--- src/rtl/uart_tx_fifo.sv ---
// uart_tx_fifo
//   Buffered UART transmitter. Words arrive over a valid/ready stream, are
//   queued in a FIFO and serialised as gap-free frames (start, WORD_LEN data
//   bits LSB first, optional parity, STOP stop bits). All outputs except
//   s_ready_o are registered, so the line lags the FSM by one cycle.
//
// Ports
//   clk_i         system clock, rising edge
//   rst_i         synchronous reset, active-high
//   s_data_i      word to send
//   s_valid_i     s_data_i valid
//   s_ready_o     FIFO can accept (registered level < FIFO_DEPTH)
//   flush_i       discard all queued words
//   fifo_level_o  words queued, excluding the frame on the line
//   tx_busy_o     frame on the line
//   tx_done_o     one-cycle pulse on the last stop-bit cycle
//   tx_o          serial line, idle high
//
// FSM states
//   state    | meaning
//   S_IDLE   | line idle; pops the head word as soon as the FIFO is non-empty
//   S_START  | start bit (low) for DIV cycles
//   S_DATA   | WORD_LEN data bits, LSB first
//   S_PARITY | parity bit (only when PARITY is "M" or "N")
//   S_STOP   | STOP stop bits (high); pops the next word here for gap-free frames

module uart_tx_fifo #(
  parameter int unsigned CLK_RATE   = 10000000,
  parameter int unsigned BAUD_RATE  = 115200,
  parameter int unsigned WORD_LEN   = 8,
  parameter int unsigned FIFO_DEPTH = 16,
  parameter logic [7:0]  PARITY     = "L",
  parameter int unsigned STOP       = 1
) (
  input  logic                          clk_i,
  input  logic                          rst_i,
  input  logic [WORD_LEN-1:0]           s_data_i,
  input  logic                          s_valid_i,
  output logic                          s_ready_o,
  input  logic                          flush_i,
  output logic [$clog2(FIFO_DEPTH):0]   fifo_level_o,
  output logic                          tx_busy_o,
  output logic                          tx_done_o,
  output logic                          tx_o
);

  localparam int unsigned DIV     = CLK_RATE / BAUD_RATE;
  localparam int unsigned CNT_W   = (DIV >= 2) ? $clog2(DIV) : 1;
  localparam int unsigned PTR_W   = $clog2(FIFO_DEPTH);
  localparam int unsigned LVL_W   = PTR_W + 1;
  localparam bit          HAS_PAR = (PARITY != "L");

  if (WORD_LEN < 5 || WORD_LEN > 8) begin : g_err_word_len
    $error("uart_tx_fifo: WORD_LEN must be 5..8");
  end
  if (PARITY != "L" && PARITY != "M" && PARITY != "N") begin : g_err_parity
    $error("uart_tx_fifo: PARITY must be \"L\", \"M\" or \"N\"");
  end
  if (STOP != 1 && STOP != 2) begin : g_err_stop
    $error("uart_tx_fifo: STOP must be 1 or 2");
  end
  if (FIFO_DEPTH < 2 || (FIFO_DEPTH & (FIFO_DEPTH - 1)) != 0) begin : g_err_depth
    $error("uart_tx_fifo: FIFO_DEPTH must be a power of two >= 2");
  end
  if (DIV < 2) begin : g_err_div
    $error("uart_tx_fifo: CLK_RATE/BAUD_RATE must be >= 2");
  end

  typedef enum logic [2:0] {
    S_IDLE,
    S_START,
    S_DATA,
    S_PARITY,
    S_STOP
  } state_e;

  state_e              state_q, state_d;
  logic [CNT_W-1:0]    cnt_q, cnt_d;
  logic [2:0]          bit_q, bit_d;
  logic [WORD_LEN-1:0] shift_q, shift_d;
  logic                par_q, par_d;
  logic                tx_q, tx_d;
  logic                busy_q, busy_d;
  logic                done_q, done_d;
  logic [PTR_W-1:0]    wr_ptr_q, wr_ptr_d;
  logic [PTR_W-1:0]    rd_ptr_q, rd_ptr_d;
  logic [LVL_W-1:0]    level_q, level_d;
  logic [WORD_LEN-1:0] mem_q [FIFO_DEPTH];
  logic [WORD_LEN-1:0] mem_d [FIFO_DEPTH];

  logic                pop;
  logic                wr_en;
  logic                not_empty;
  logic                bit_end;
  logic                last_data;
  logic                last_stop;
  logic [WORD_LEN-1:0] head_word;

  assign not_empty = (level_q != '0);
  assign s_ready_o = (level_q != LVL_W'(FIFO_DEPTH));
  assign wr_en     = s_valid_i && s_ready_o && !flush_i;
  assign head_word = mem_q[rd_ptr_q];
  assign bit_end   = (cnt_q == CNT_W'(DIV - 1));
  assign last_data = (bit_q == 3'(WORD_LEN - 1));
  assign last_stop = (bit_q == 3'(STOP - 1));

  // Next state and pop decision.
  always_comb begin
    state_d = state_q;
    pop     = 1'b0;
    case (state_q)
      S_IDLE: begin
        if (not_empty) begin
          pop     = 1'b1;
          state_d = S_START;
        end
      end
      S_START: begin
        if (bit_end) state_d = S_DATA;
      end
      S_DATA: begin
        if (bit_end && last_data) state_d = HAS_PAR ? S_PARITY : S_STOP;
      end
      S_PARITY: begin
        if (bit_end) state_d = S_STOP;
      end
      S_STOP: begin
        if (bit_end && last_stop) begin
          if (not_empty) begin
            pop     = 1'b1;
            state_d = S_START;
          end else begin
            state_d = S_IDLE;
          end
        end
      end
      default: state_d = S_IDLE;
    endcase
  end

  // Bit timer, bit index and shift register. The timer restarts on every
  // pop and on every state change, so each bit lasts exactly DIV cycles.
  always_comb begin
    cnt_d   = cnt_q;
    bit_d   = bit_q;
    shift_d = shift_q;
    par_d   = par_q;
    if (pop) begin
      cnt_d   = '0;
      bit_d   = '0;
      shift_d = head_word;
      par_d   = (PARITY == "N") ? ~^head_word : ^head_word;
    end else if (state_q == S_IDLE) begin
      cnt_d = '0;
      bit_d = '0;
    end else if (bit_end) begin
      cnt_d = '0;
      if (state_d != state_q) begin
        bit_d = '0;
      end else begin
        bit_d = bit_q + 3'd1;
        if (state_q == S_DATA) shift_d = shift_q >> 1;
      end
    end else begin
      cnt_d = cnt_q + 1'b1;
    end
  end

  // Line outputs, registered one cycle behind the state.
  always_comb begin
    tx_d   = 1'b1;
    busy_d = 1'b1;
    done_d = 1'b0;
    case (state_q)
      S_IDLE:   busy_d = 1'b0;
      S_START:  tx_d   = 1'b0;
      S_DATA:   tx_d   = shift_q[0];
      S_PARITY: tx_d   = par_q;
      S_STOP:   done_d = bit_end && last_stop;
      default:  busy_d = 1'b0;
    endcase
  end

  // FIFO bookkeeping. Flush wins over a same-cycle write; a same-cycle pop
  // has already captured its word into the shift register.
  always_comb begin
    mem_d = mem_q;
    if (wr_en) mem_d[wr_ptr_q] = s_data_i;
    if (flush_i) begin
      wr_ptr_d = '0;
      rd_ptr_d = '0;
      level_d  = '0;
    end else begin
      wr_ptr_d = wr_ptr_q + PTR_W'(wr_en);
      rd_ptr_d = rd_ptr_q + PTR_W'(pop);
      level_d  = level_q + LVL_W'(wr_en) - LVL_W'(pop);
    end
  end

  always_ff @(posedge clk_i) begin
    if (rst_i) begin
      state_q  <= S_IDLE;
      cnt_q    <= '0;
      bit_q    <= '0;
      shift_q  <= '0;
      par_q    <= 1'b0;
      tx_q     <= 1'b1;
      busy_q   <= 1'b0;
      done_q   <= 1'b0;
      wr_ptr_q <= '0;
      rd_ptr_q <= '0;
      level_q  <= '0;
    end else begin
      state_q  <= state_d;
      cnt_q    <= cnt_d;
      bit_q    <= bit_d;
      shift_q  <= shift_d;
      par_q    <= par_d;
      tx_q     <= tx_d;
      busy_q   <= busy_d;
      done_q   <= done_d;
      wr_ptr_q <= wr_ptr_d;
      rd_ptr_q <= rd_ptr_d;
      level_q  <= level_d;
    end
  end

  // Storage needs no reset: only entries below the level are ever read.
  always_ff @(posedge clk_i) begin
    mem_q <= mem_d;
  end

  assign fifo_level_o = level_q;
  assign tx_busy_o    = busy_q;
  assign tx_done_o    = done_q;
  assign tx_o         = tx_q;

endmodule

--- config.mk ---
export PLATFORM = sky130hd
export DESIGN_NAME = uart_tx_fifo
export DESIGN_NICKNAME = d
export VERILOG_FILES = /design/src/rtl/uart_tx_fifo.sv
export SDC_FILE = /design/constraint.sdc
export NUM_CORES = 1
export LEC_CHECK = 0
export ABC_AREA = 1
export BUFFER_PORTS_ARGS = -buffer_cell sky130_fd_sc_hd__buf_2
export CELL_PAD_IN_SITES_DETAIL_PLACEMENT = 1
export CELL_PAD_IN_SITES_GLOBAL_PLACEMENT = 2
export CORE_MARGIN = 4
export CORE_UTILIZATION = 40
export DETAILED_ROUTE_END_ITERATION = 12
export PLACE_DENSITY_LB_ADDON = 0.3
export SETUP_SLACK_MARGIN = 0.4
export SLEW_MARGIN = 20
export SYNTH_ARGS = -nofsm -noshare
export SYNTH_HDL_FRONTEND = slang
export SYNTH_SLANG_ARGS = --single-unit
--- constraint.sdc ---
create_clock -name clk_i -period 3.45 [get_ports clk_i]
set_input_delay 0.1725 -clock clk_i [delete_from_list [all_inputs] [get_ports clk_i]]
set_output_delay 0.1725 -clock clk_i [all_outputs]
set_load 0.02 [all_outputs]
=== Word-level counts from Yosys, hierarchy flattened ===
Cells that the tools add are included.
Widths: inputs -> output; s select.

* Reductions and logical operators: 18
* Eq/ne operators: 10
* Bitwise operators: 3
* Muxes and demuxes: 24
* $lt $le $gt $ge: 3
* Add/sub/neg operators: 6

{| class="wikitable"
|+ Operators with widths
! operator !! number
|-
| $bwmux 128 || 1
|-
| $mux 8 || 8
|-
| $bmux 8 s4 || 1
|-
| $demux 8 s4 || 1
|-
| $mux 3 || 6
|-
| $pmux 3 s5 || 1
|-
| $ge 5x5->1 const B || 2
|-
| $not 4->5 || 2
|-
| $add 4x1->4 || 2
|-
| $reduce_or 4->1 || 2
|-
| $reduce_xor 8->1 || 1
|-
| $add 7x1->7 const B || 1
|-
| $eq 7x7->1 const B || 1
|-
| $eq 3x2->1 const B || 2
|-
| $eq 3x3->1 const B || 2
|-
| $logic_not 3->1 || 2
|-
| $add 5x1->5 || 1
|-
| $logic_and 1x1->1 || 5
|-
| $lt 5x1->1 const B || 1
|-
| $ne 5x5->1 const B || 1
|-
| $reduce_bool 5->1 || 1
|-
| $sub 5x1->5 || 1
|-
| $mux 1 || 4
|-
| $ne 2x2->1 const B || 2
|-
| other kinds (11) || 13
|}

* Output and inout port bits: 9
* Bits of input ports: 12
* Logic and storage cells: 91
* Bits in registers: 166

=== Logic depth before layout (Yosys ltp) ===
Gate-level depths: netlist (run 1).

* Depth in word-level cells: 9
* Gate-level depth with buffers: 20
* Mapped depth without buffers: 19

=== Least setup slack after synthesis (run 1) ===
No wires, ideal clock.

* Path type: reg-to-reg
* Start point: register cnt_q[0]
* End point: register level_q[4], in the netlist fifo_level_o[4]
* Arrival: 2.769 ns
* Setup time: 0.080 ns
* Cell stages (with the launch flop): 20
* Data required time: 3.370 ns
* Path buffers: 1
* Clock period less this slack: 2.849 ns
* Setup slack: 0.601 ns
* Cell sequence: dfxtp_1 > ha_1 > nand2_1 > nor4_4 > nand3_2 > nand2_2 > nand2_2 > buf_2 > inv_1 > ha_1 > inv_1 > ha_1 > inv_1 > fa_1 > inv_1 > nand2_1 > a21oi_1 > nor2_1 > nand2_1 > nor3b_1

* Word-level cells in the longest chain between the ends: 5

{| class="wikitable"
|+ RTL lines
! element !! line !! text
|-
| start: declaration || 78 || <nowiki>logic [CNT_W-1:0] cnt_q, cnt_d;</nowiki>
|-
| start signal: assignment || 215 || <nowiki>cnt_q <= cnt_d;</nowiki>
|-
| $eq 7x7->1 || 103 || <nowiki>assign bit_end = (cnt_q == CNT_W'(DIV - 1));</nowiki>
|-
| $logic_and 1x1->1 || 128 || <nowiki>if (bit_end && last_stop) begin</nowiki>
|-
| $mux 1 || 128 ||
|-
| $pmux 1 s2 || 111 || <nowiki>case (state_q)</nowiki>
|-
| $sub 5x1->5 || 196 || <nowiki>level_d = level_q + LVL_W'(wr_en) - LVL_W'(pop);</nowiki>
|-
| end signal: assignment || 224 || <nowiki>level_q <= level_d;</nowiki>
|-
| end: declaration || 87 || <nowiki>logic [LVL_W-1:0] level_q, level_d;</nowiki>
|}

Every way passes these cells.
A chain may end at the register's enable or synchronous reset.

=== Worst setup path after layout (run 1) ===
* Start point: register cnt_q[3]
* End point: register level_q[4], in the netlist fifo_level_o[4]

Same word-level chain as after synthesis.

==> results by group, run 1 <==
Critical path
  • CP top delay family: simple AND/OR/NAND/NOR gates
  • Crit path from: cnt_q[3]
  • Worst Reg-to-Reg Cells: 18
  • CP Depth: 18
  • Worst Setup EP: fifo_level_o[4]
  • Worst Setup End Kind: register
  • Buf+Inv Stages, Crit Path: 5
  • Critical Path Max Stage Delay: 410 ps
  • Critical R2R Launch: cnt_q[3]
  • Critical path type: reg2reg
  • R2R Setup Slk: 690 ps
  • Critical Path Source Type: register
  • Data arrival, critical path: roughly 3100 ps
  • Most common cell on crit path: inv_1
  • Critical Path, Cell by Cell: inv_1 -> nand2_1 -> nor4_4 -> nand3_2 -> nand2_2 -> nand2_2 -> inv_2 -> ha_1 -> inv_1 -> ha_1 -> inv_1 -> fa_1 -> inv_1 -> nand2_1 -> a21oi_1 -> nor2_1 -> nand2_1 -> nor3b_1
  • Worst Path Required: 3800 ps
  • Slowest CP cell: fa_1
  • R2r endpoint: fifo_level_o[4]
  • Max FO, Critical Path: 5

Drt
  • Initial DRT Pass Iterations: 5
  • Via count: 5310
  • Antenna Violating Nets Remaining: 0
  • Vias/cell: 5.062
  • Initial DRC count: 222
  • Drt drc: 0
  • WL/cell: around 18 um
  • Final WL: 18440 um

STA
  • Worst Tran Pin Value: 940.3 ps
  • Setup violators final: 0
  • Pins Over Slew Limit: 0
  • Final worst path period share: between 70% and 80%
  • Fmax: roughly 360 MHz
  • Fin. Hold Viols: 0
  • Tmin final: 2756 ps
  • TNS Setup: 0 ps
  • RSZ-0062 raised after global routing: no
  • Max transition margin: 37.08%
  • Setup Skew: ~8 ps

Synthesis
  • Post-synth EDFFs: 128
  • Post-synth top cells: 221 x nand2_1, 128 x edfxtp_1, 94 x inv_1
  • Seq cells post-synth: 166
  • Count leader, synth: nand2_1
  • Register area share after synthesis: 61.94%
  • Distinct cells, synth: 34
  • Post-Synth Adder-Cell Area: under 10%
  • Post-synthesis simple-gate area fraction: 23.92%
  • Cell count after synthesis: 786
  • Top post-synthesis cells by area: edfxtp_1 52%, nand2_1 11%, dfxtp_1 10%
  • Mapped cell area: about 7400 sq um
  • Ys Warns: 0
  • Synth Area in XOR/XNOR: 1.060%
  • Synth area leader: edfxtp_1
  • Syn_nets: 814
  • Main combinational cell family by area after synthesis: simple AND/OR/NAND/NOR gates
  • Syn Area/Cell: ~9.5 sq um
  • Synth Area in Compound Gates: under 10%
  • Mux share of post-synthesis cell area: less than 1%
  • Main synth FF type: edfxtp_1
  • Async SR Flop Fraction: 0%
  • Post-synth top area share: 51.71%

Place
  • DP HPWL: approximately 12000 um
  • Gpl congestion: a little under 0.8
  • Dpl cell area: ~7800 sq um
  • PortBufs: 20

Run
  • Max cap viols: 0

Die
  • Die area: 20830 sq um
  • Die X: 144.3 um
  • Std cell rows: 49
  • Starting density of the core: between 40% and 50%
  • Die height: 144.3 um
  • # IOs: 21
  • Core area: 18150 sq um

Final layout
  • Final core occ: 45.80%
  • Antenna Cells: 0
  • Share of post-route cells with drive strength above 1: under 10%
  • Final net count: 835
  • P&R area growth vs syn: 11.82%
  • Design Area, Final: 8312 sq um

Clock tree
  • CTS max path bufs: 2
  • PostCTS Resize Cnt: 0
  • CTS tree: done
  • Htree depth: 4
  • Post-CTS Setup Bufs: 0
  • Clock slew at reported path FFs: approximately 70 ps
  • CTS Buf Count: 17
  • Clk sinks: 166
  • Clock latency on the worst-skew pair: 430 ps
  • CTS Hold Buffers Added: 0
  • Root Driver: clkbuf_16

GRT
  • Tot GR Track Use: a little under a fifth
  • First-pass GRT wire length: 29680 um
  • GRT overflow: 0
  • Largest net degree at the start of global routing: between 40 and 50
  • Vias in the first global route: ~5700
  • Initial antenna violation count: 0

Run status
  • Status: finished clean

Pwr
  • P per Cell Area: 706.5 nW/um^2
  • Worst vdd ir: 0.0004011 V
  • Leak: between 3 and 4 nW

Worst hold path
  • Worst hold path class: in2reg
==> layer usage <==
layer / track usage [%] / vias to the layer above / part of all wire (%)
li1: - / 2598 / -
met1: 23.87 / 2620 / 45
met2: 33.58 / 73 / 51
met3: 3.638 / 19 / 2.9
met4: 5.106 / 0 / 1.4
met5: 0 / - / 0
==> metrics by stage <==
stage / power (W) / hold slack [ps] / std cells / worst slack (ps)
floorplan: 0.003703 / 241.6 / 786 / 601.5
finish: 0.005872 / 21.94 / 1049 / 693.9
detailed placement: 0.004174 / 461.2 / 1017 / 566.0
global route: 0.006313 / 29.26 / 1049 / 407.1
CTS: 0.005943 / 4.547 / 1049 / 518.3
global placement: 0.004077 / 448.7 / 1017 / 654.9
==> worst register-to-register path, stage by stage (launching register included) <==
cell and delay, ps:
dfxtp_1 320, inv_1 110, nand2_1 110, nor4_4 270, nand3_2 160, nand2_2 100
nand2_2 60, inv_2 100, ha_1 240, inv_1 60, ha_1 160, inv_1 60
fa_1 410, inv_1 80, nand2_1 50, a21oi_1 120, nor2_1 70, nand2_1 50
nor3b_1 170
==> worst min-delay path by stage <==
stage	from	endpoint	slack (ps)	depth (start not counted)
final	rst_i	shift_q[7]	20	2
after global routing	rst_i	state_q[0]	30	2
after CTS	rst_i	shift_q[7]	5	2
after detailed placement	cnt_q[0]	cnt_q[0]	460	1
after global placement	cnt_q[0]	cnt_q[0]	450	1
after floorplan	rst_i	shift_q[7]	240	1
==> layout make-up <==
class / count / area, sq um
Clock buffer: 17 / 425.4
Timing Repair Buffer: 31 / 182.7
Clock inverter: 15 / 125.1
Sequential cell: 166 / 4607
Inverter: 98 / 367.9
Multi-Input combinational cell: 493 / 2317
Fill cell: 2114 / 9836
Tap cell: 229 / 286.5
==> power by group <==
group / leakage, nW / switching, W / internal [W] / total [W]
logic: 1.64 / 0.00121 / 0.000572 / 0.00178
clock network: 0.252 / 0.000826 / 0.000935 / 0.00176
registers: 1.46 / 0.0000850 / 0.00225 / 0.00233
total: 3.35 / 0.00212 / 0.00375 / 0.00587
==> layout by cell type, fill, tap and decap left out, drive strengths merged <==
cell type,n
buf,31
clkbuf,17
clkinv,7
o22ai,2
fa,1
edfxtp,128
nand2,226
o211ai,3
or2,2
o21ai,18
nand3b,1
nor3b,3
o21bai,2
ha,15
xnor2,5
nand3,86
nor2,96
dfxtp,38
a31oi,2
nand4,3
nor3,4
xor2,4
a21oi,18
mux2i,1
clkinvlp,6
inv,100
nor4,1
==> sequential cells by signal (all words and copies together), names as in the netlist <==
| signal | flops |
|---|---|
| mem_q | 128 |
| tx_o | 1 |
| tx_done_o | 1 |
| fifo_level_o | 5 |
| cnt_q | 7 |
| rd_ptr_q | 4 |
| tx_busy_o | 1 |
| state_q | 3 |
| bit_q | 3 |
| par_q | 1 |
| shift_q | 8 |
| wr_ptr_q | 4 |
==> kinds of logic (layout without fill, tap and decap cells) <==
logic type	Yosys count	in the layout
AOI/OAI and AO/OA	45	45
xor gates and xnor gates	9	9
adders and majority gates	16	16
buffers and inverters	127	161
DFF	166	166
muxes	1	1
and+or+nand+nor	422	422
Note: power is estimated with default switching activity, not from simulation.
==> run 2: changes to the inputs <==
Clock period 3.45 ns to 2.6 ns, I/O delays scaled along.
==> run 2 against run 1 <==
Sequential share of layout area shrank 3.5 points; die area is the same; via count grew 4.5%; flip-flop and latch count is the same; sequential power grew 33%; final area grew 7.1%; core utilization grew 3.2 points; worst hold slack gained 61 ps; clock skew grew 5.1 ps; maximum frequency grew 8.9%.
==> results by group, run 2 (synthesis gave the netlist of run 1 again) <==
GRT
  • First-pass GRT wire length: 30660 um (+3.3%)
  • GRT overflow: 0 (unchanged)
  • Tot GR Track Use: 19.54% (+0.55 points)
  • Initial antenna violation count: 0 (unchanged)
  • Largest net degree at the start of global routing: 45 (+2.3%)
  • Vias in the first global route: 5779 (+1.9%)

Final layout
  • P&R area growth vs syn: 19.73%
  • Max FFs per register: 128 (unchanged)
  • Most frequent cells in the layout: 213 x nand2_1, 128 x edfxtp_1, 87 x inv_1, 85 x nor2_1, 81 x nand3_1
  • Biggest register: mem_q
  • Design Area, Final: 8900 sq um (+7.1%)
  • Final core occ: 49.04% (+3.2 points)
  • Share of post-route cells with drive strength above 1: 16.90% (+7.0 points)
  • Fillers: 2050 (-3.0%)
  • Antenna Cells: 0 (unchanged)
  • Final net count: 868 (+4.0%)
  • Largest registers ranked by flip-flop count: mem_q: 128 flops, shift_q: 8 flops, cnt_q: 7 flops
  • Commonest non-fill, non-tap cell in the layout: nand2_1

Critical path
  • Worst Path Required: 2900 ps (-900 ps)
  • Slowest CP cell: fa_2
  • Max FO, Critical Path: 2 (-3)
  • Worst Setup End Kind: register
  • Critical Path Source Type: register
  • Critical R2R Launch: cnt_q[1]
  • R2R Setup Slk: 70 ps (-620 ps)
  • Most common cell on crit path: inv_2
  • Critical Path, Cell by Cell: inv_2 -> ha_4 -> nand2_4 -> nor4_4 -> nand3_2 -> nand2_2 -> nand2_4 -> clkinv_4 -> ha_4 -> inv_2 -> ha_4 -> inv_2 -> fa_2 -> inv_2 -> nand2_2 -> a21oi_2 -> nor2_2 -> nor2_1 -> nor3b_2
  • R2r endpoint: fifo_level_o[4]
  • Critical path type: reg2reg
  • Worst Reg-to-Reg Cells: 19 (+1)
  • Critical Path Max Stage Delay: 350 ps (-60 ps)
  • Data arrival, critical path: 2830 ps (-270 ps)

STA
  • Max transition margin: 66.52% (+29 points)
  • RSZ-0062 raised after global routing: yes
  • Fmax: 395.2 MHz (+8.9%)
  • Tmin final: 2530 ps (-226.0 ps)
  • Fin. Hold Viols: 0 (unchanged)
  • Pins Over Slew Limit: 0 (unchanged)
  • Setup violators final: 0 (unchanged)
  • Worst Tran Pin Value: 501.0 ps (-439.3 ps)
  • Setup Skew: 13.00 ps (+5.099 ps)
  • Final worst path period share: 97.31% (+17 points)

Run status
  • Status: finished clean

Die
  • Core area: 18150 sq um (unchanged)
  • Die X: 144.3 um (unchanged)
  • Starting density of the core: 40.96% (unchanged)
  • Std cell rows: 49 (unchanged)
  • Die area: 20830 sq um (unchanged)
  • Die height: 144.3 um (unchanged)
  • # IOs: 21 (unchanged)

Pwr
  • Worst vdd ir: 0.0007153 V (+78%)
  • Leak: 3.638 nW (+8.5%)
  • P per Cell Area: 962.6 nW/um^2 (+36%)

Worst hold path
  • Hold_sp: s_data_i[1]
  • Worst hold path class: in2reg
  • Hold Path Stages: 1 (-1)
  • Hold EP: mem_q[105]

Place
  • Gpl congestion: 0.8032 (+1.2%)
  • DP HPWL: 12860 um (+4.3%)
  • PortBufs: 20 (unchanged)
  • Dpl cell area: 7973 sq um (+2.7%)

Run
  • Max cap viols: 0 (unchanged)

Clock tree
  • Clk sinks: 166 (unchanged)
  • Clock slew at reported path FFs: 60 ps (about the same)
  • CTS max path bufs: 2 (unchanged)
  • Root Driver: clkbuf_16
  • CTS tree: done
  • Htree depth: 4 (unchanged)
  • CTS Buf Count: 17 (unchanged)
  • Clock latency on the worst-skew pair: 430 ps (about the same)

Drt
  • Vias/cell: 5.133 (+1.4%)
  • Initial DRC count: 367 (+65%)
  • Initial DRT Pass Iterations: 5 (unchanged)
  • Antenna Violating Nets Remaining: 0 (unchanged)
  • Via count: 5549 (+4.5%)
  • Drt drc: 0 (unchanged)
  • WL/cell: 18.59 um (+5.7%)
  • Final WL: 20100 um (+9.0%)
[run 2: changes by cell type in the layout (fill, tap and decap cells not counted), moves of 5 or more]
cell	previous run	this run
buf_4	11	32
ha_1	15	10
ha_4	0	5
inv_1	93	87
nand2_1	221	213
nand2_2	5	10
nor2_1	92	85
nor2_2	4	10
[run 2: layer usage]
metal	GRT usage, %	wire, um	vias up
met5	0	0	-
met4	7.266	452	0
met3	3.770	646	29
met2	34.16	10310	99
met1	24.00	8687	2753
li1	-	-	2668
[run 2: worst max-delay path by stage]
stage | startpoint | endpoint | slack [ps] | cells after the start
detailed placement | cnt_q[1] | fifo_level_o[4] | -1 | 19
finish | cnt_q[1] | fifo_level_o[4] | 70 | 19
global route | cnt_q[0] | fifo_level_o[4] | -90 | 18
CTS | cnt_q[1] | fifo_level_o[4] | 30 | 19
floorplan | cnt_q[1] | fifo_level_o[4] | -1 | 20
global placement | cnt_q[1] | fifo_level_o[4] | 60 | 19
[run 2: what timing repair did]
item | in CTS | in global routing
pin swaps | 1 | 12
gates resized for setup | 4 | 46
hold endpoints to repair | 1 | 0
hold buffers | 1 | 0
cloned | 0 | 4
buffers inserted | 4 | 7
endpoints found under the setup margin | 5 | 12
[run 2: power breakdown]
group	total [W]	internal (W)	switching [W]	leakage, nW
registers	0.00310	0.00298	0.000117	1.46
clock network	0.00243	0.00140	0.00103	0.267
logic	0.00304	0.00116	0.00188	1.91
total	0.00857	0.00554	0.00302	3.64
[run 2: layout make-up]
type	instances	area (sq um)	share of cell area, %
inverters	98	389.1	4.372
well taps	229	286.5	3.219
clock buffers	18	429.2	4.822
repair buffers	63	558.0	6.270
flip-flops and latches	166	4617	51.88
repair inverters	1	8.758	0.09841
multi-input cells	493	2480	27.86
clock inverters	13	131.4	1.476
[run 2: stage by stage]
step           hold WS (ps)  setup WS, ps  setup TNS, ps  power (W)  cells
2_1_floorplan         199.1       -0.9752        -0.9752   0.005050    786
3_3_place_gp          436.0         64.93              0   0.005595   1034
3_5_place_dp          453.8        -1.401         -1.401   0.005722   1034
4_1_cts               80.88         27.39              0   0.008229   1070
5_1_grt               91.19        -86.96         -122.7   0.009140   1081
6_report              83.33         69.90              0   0.008567   1081
[run 2: critical path, delay by kind of cell, from the launching register on]
kind | cells | cell delay (ps)
AOI/OAI and AO/OA | 1 | 150
adders and majority gates | 4 | 790
buffers and inverters | 5 | 280
DFF | 1 | 320
and+or+nand+nor | 9 | 880
==> run 3: changes to the inputs <==
Settings changed: CORE_ASPECT_RATIO set to 1.25.
==> run 3 against run 2 <==
Combinational power fell by 2%; clock power up 2%; final cell count is 0.93% higher; power is 0.16% higher; critical path depth decreased by 1; register-to-register slack worse by 40 ps; core utilization is 0.43 points higher; clock-buffer cell count is 2 higher; via count up 0.56%; largest power group unchanged.
==> results by group, run 3 (synthesis gave the netlist of run 1 again) <==
Die
  • Std cell rows: 55 (+12%)
  • Die height: 160.4 um (+11%)
  • Starting density of the core: 40.92% (-0.045 points)
  • # IOs: 21 (unchanged)
  • Die X: 129.9 um (-10%)
  • Core area: 18170 sq um (+0.11%)
  • Die area: 20840 sq um (about the same)

Run
  • Max cap viols: 0 (unchanged)

Clock tree
  • Clk sinks: 166 (unchanged)
  • CTS max path bufs: 2 (unchanged)
  • Clock slew at reported path FFs: 70 ps (about the same)
  • Root Driver: clkbuf_16
  • CTS tree: done
  • Htree depth: 4 (unchanged)
  • Clock latency on the worst-skew pair: 440 ps (about the same)
  • CTS Buf Count: 17 (unchanged)

GRT
  • GRT overflow: 0 (unchanged)
  • Initial antenna violation count: 1 (+1)
  • Tot GR Track Use: 19.88% (+0.34 points)
  • Largest net degree at the start of global routing: 51 (+13%)
  • Vias in the first global route: 6051 (+4.7%)
  • First-pass GRT wire length: 31730 um (+3.5%)

Drt
  • Met1 WL: 8611 um (-0.87%)
  • WL met2: 10660 um (+3.4%)
  • Initial DRC count: 402 (+9.5%)
  • Final WL: 20260 um (+0.82%)
  • Via count: 5580 (+0.56%)
  • Drt drc: 0 (unchanged)
  • Vias/cell: 5.115 (-0.36%)
  • WL met3: 689 um (+6.7%)
  • Top layer in use: met4
  • Initial DRT Pass Iterations: 4 (-1)
  • Antenna Violating Nets Remaining: 0 (unchanged)
  • WL/cell: 18.57 um (-0.10%)

Critical path
  • Critical path type: reg2reg
  • Worst Path Required: 2900 ps (about the same)
  • Crit path from: cnt_q[3]
  • Critical Path Source Type: register
  • Worst Setup End Kind: register
  • Critical R2R Launch: cnt_q[3]
  • Data arrival, critical path: 2870 ps (+40 ps)
  • Max FO, Critical Path: 4 (+2)

Pwr
  • P per Cell Area: 954.7 nW/um^2 (-0.82%)
  • Worst vdd ir: 0.0007803 V (+9.1%)
  • Leak: 3.685 nW (+1.3%)

Final layout
  • Biggest register: mem_q
  • P&R area growth vs syn: 20.91%
  • Final std cells w/o fill: 1091 (+0.93%)
  • Final net count: 878 (+1.2%)
  • Final core occ: 49.47% (+0.43 points)
  • Largest registers ranked by flip-flop count: mem_q: 128 flops, shift_q: 8 flops, cnt_q: 7 flops
  • Antenna Cells: 0 (unchanged)
  • Share of post-route cells with drive strength above 1: 19.12% (+2.2 points)
  • Most frequent cells in the layout: 208 x nand2_1, 128 x edfxtp_1, 86 x inv_1, 82 x nor2_1, 78 x nand3_1
  • Max FFs per register: 128 (unchanged)
  • Commonest non-fill, non-tap cell in the layout: nand2_1

STA
  • Setup violators final: 0 (unchanged)
  • RSZ-0062 raised after global routing: yes
  • Max transition margin: 68.68% (+2.2 points)
  • Setup Skew: 13.75 ps (+0.7541 ps)
  • Tmin final: 2566 ps (+36.01 ps)
  • WHS: 98.61 ps (+15.29 ps)
  • Pins Over Slew Limit: 0 (unchanged)
  • Fmax: 389.7 MHz (-1.4%)
  • TNS Setup: 0 ps (unchanged)
  • Final worst path period share: 98.70% (+1.4 points)
  • Worst Tran Pin Value: 468.6 ps (-32.41 ps)
  • Fin. Hold Viols: 0 (unchanged)

Place
  • Gpl congestion: 0.7717 (-3.9%)
  • Placed Cells: 1035 (+0.097%)
  • PortBufs: 20 (unchanged)
  • DP HPWL: 13020 um (+1.2%)

Run status
  • Status: finished clean

Worst hold path
  • Worst hold path class: in2reg
  • Hold_sp: s_data_i[2]
run 3: cell types whose count changed in the layout (fill, tap and decap cells not counted), sizes merged:
cell,change
clkbuf,+1
inv,+1
nand2,+1
clkinv,-3
buf,+11
run 3: worst paths after layout:
check,end,slack [ps],cells past startpoint
hold / removal,mem_q[114],100,1
hold reg to reg,shift_q[1],500,2
setup / recovery,fifo_level_o[4],30,18
setup reg to reg,fifo_level_o[4],30,18
run 3: through the flow:
| stage | setup WS [ps] | total power, W | cell area (sq um) |
|---|---|---|---|
| floorplan | -0.9752 | 0.005050 | 7500 |
| global placement | 89.14 | 0.005567 | 7999 |
| global route | -117.8 | 0.009130 | 8987 |
| detailed placement | -71.06 | 0.005686 | 7999 |
| finish | 33.89 | 0.008580 | 8987 |
| CTS | 49.84 | 0.008322 | 8718 |
run 3: per-layer routing:
| layer | global-route usage [%] | up-vias |
|---|---|---|
| met2 | 35.52 | 86 |
| met5 | 0 | - |
| met1 | 24.39 | 2788 |
| met3 | 3.160 | 22 |
| met4 | 6.096 | 0 |
| li1 | - | 2684 |
run 3: area by class of cell:
class | count | area, sq um
inverters | 98 | 386.6
multi-input cells | 494 | 2522
repair buffers | 73 | 603.1
clock buffers | 20 | 446.7
fillers | 2060 | 9180
flip-flops and latches | 166 | 4616
well taps | 228 | 285.3
clock inverters | 12 | 127.6
run 3: repair_timing:
item | in CTS | in global routing
gates cloned | 0 | 3
pin swaps | 9 | 10
endpoints found under the setup margin | 15 | 59
buffers inserted | 13 | 7
resized for setup | 11 | 49
hold endpoints to repair | 3 | 0
hold buffers | 1 | 0
run 3: power breakdown:
group	total (W)	switching [W]	internal [W]
Clock	0.00249	0.00105	0.00144
Sequential	0.00310	0.000115	0.00298
Combinational	0.00299	0.00187	0.00112
run 3: worst max-delay path: stages (launching register included):
cell      delay (ps)
dfxtp_2          340
inv_2             80
nand2_2           70
nor4_4           270
nand3_2          180
nand2_4          120
nand2_4           70
clkinv_4          60
ha_4             180
inv_2             60
ha_4             130
inv_2             40
fa_2             370
inv_2             70
nand2_2           40
a21oi_2          120
nor2_1            60
nor2_1           130
nor3b_2           60
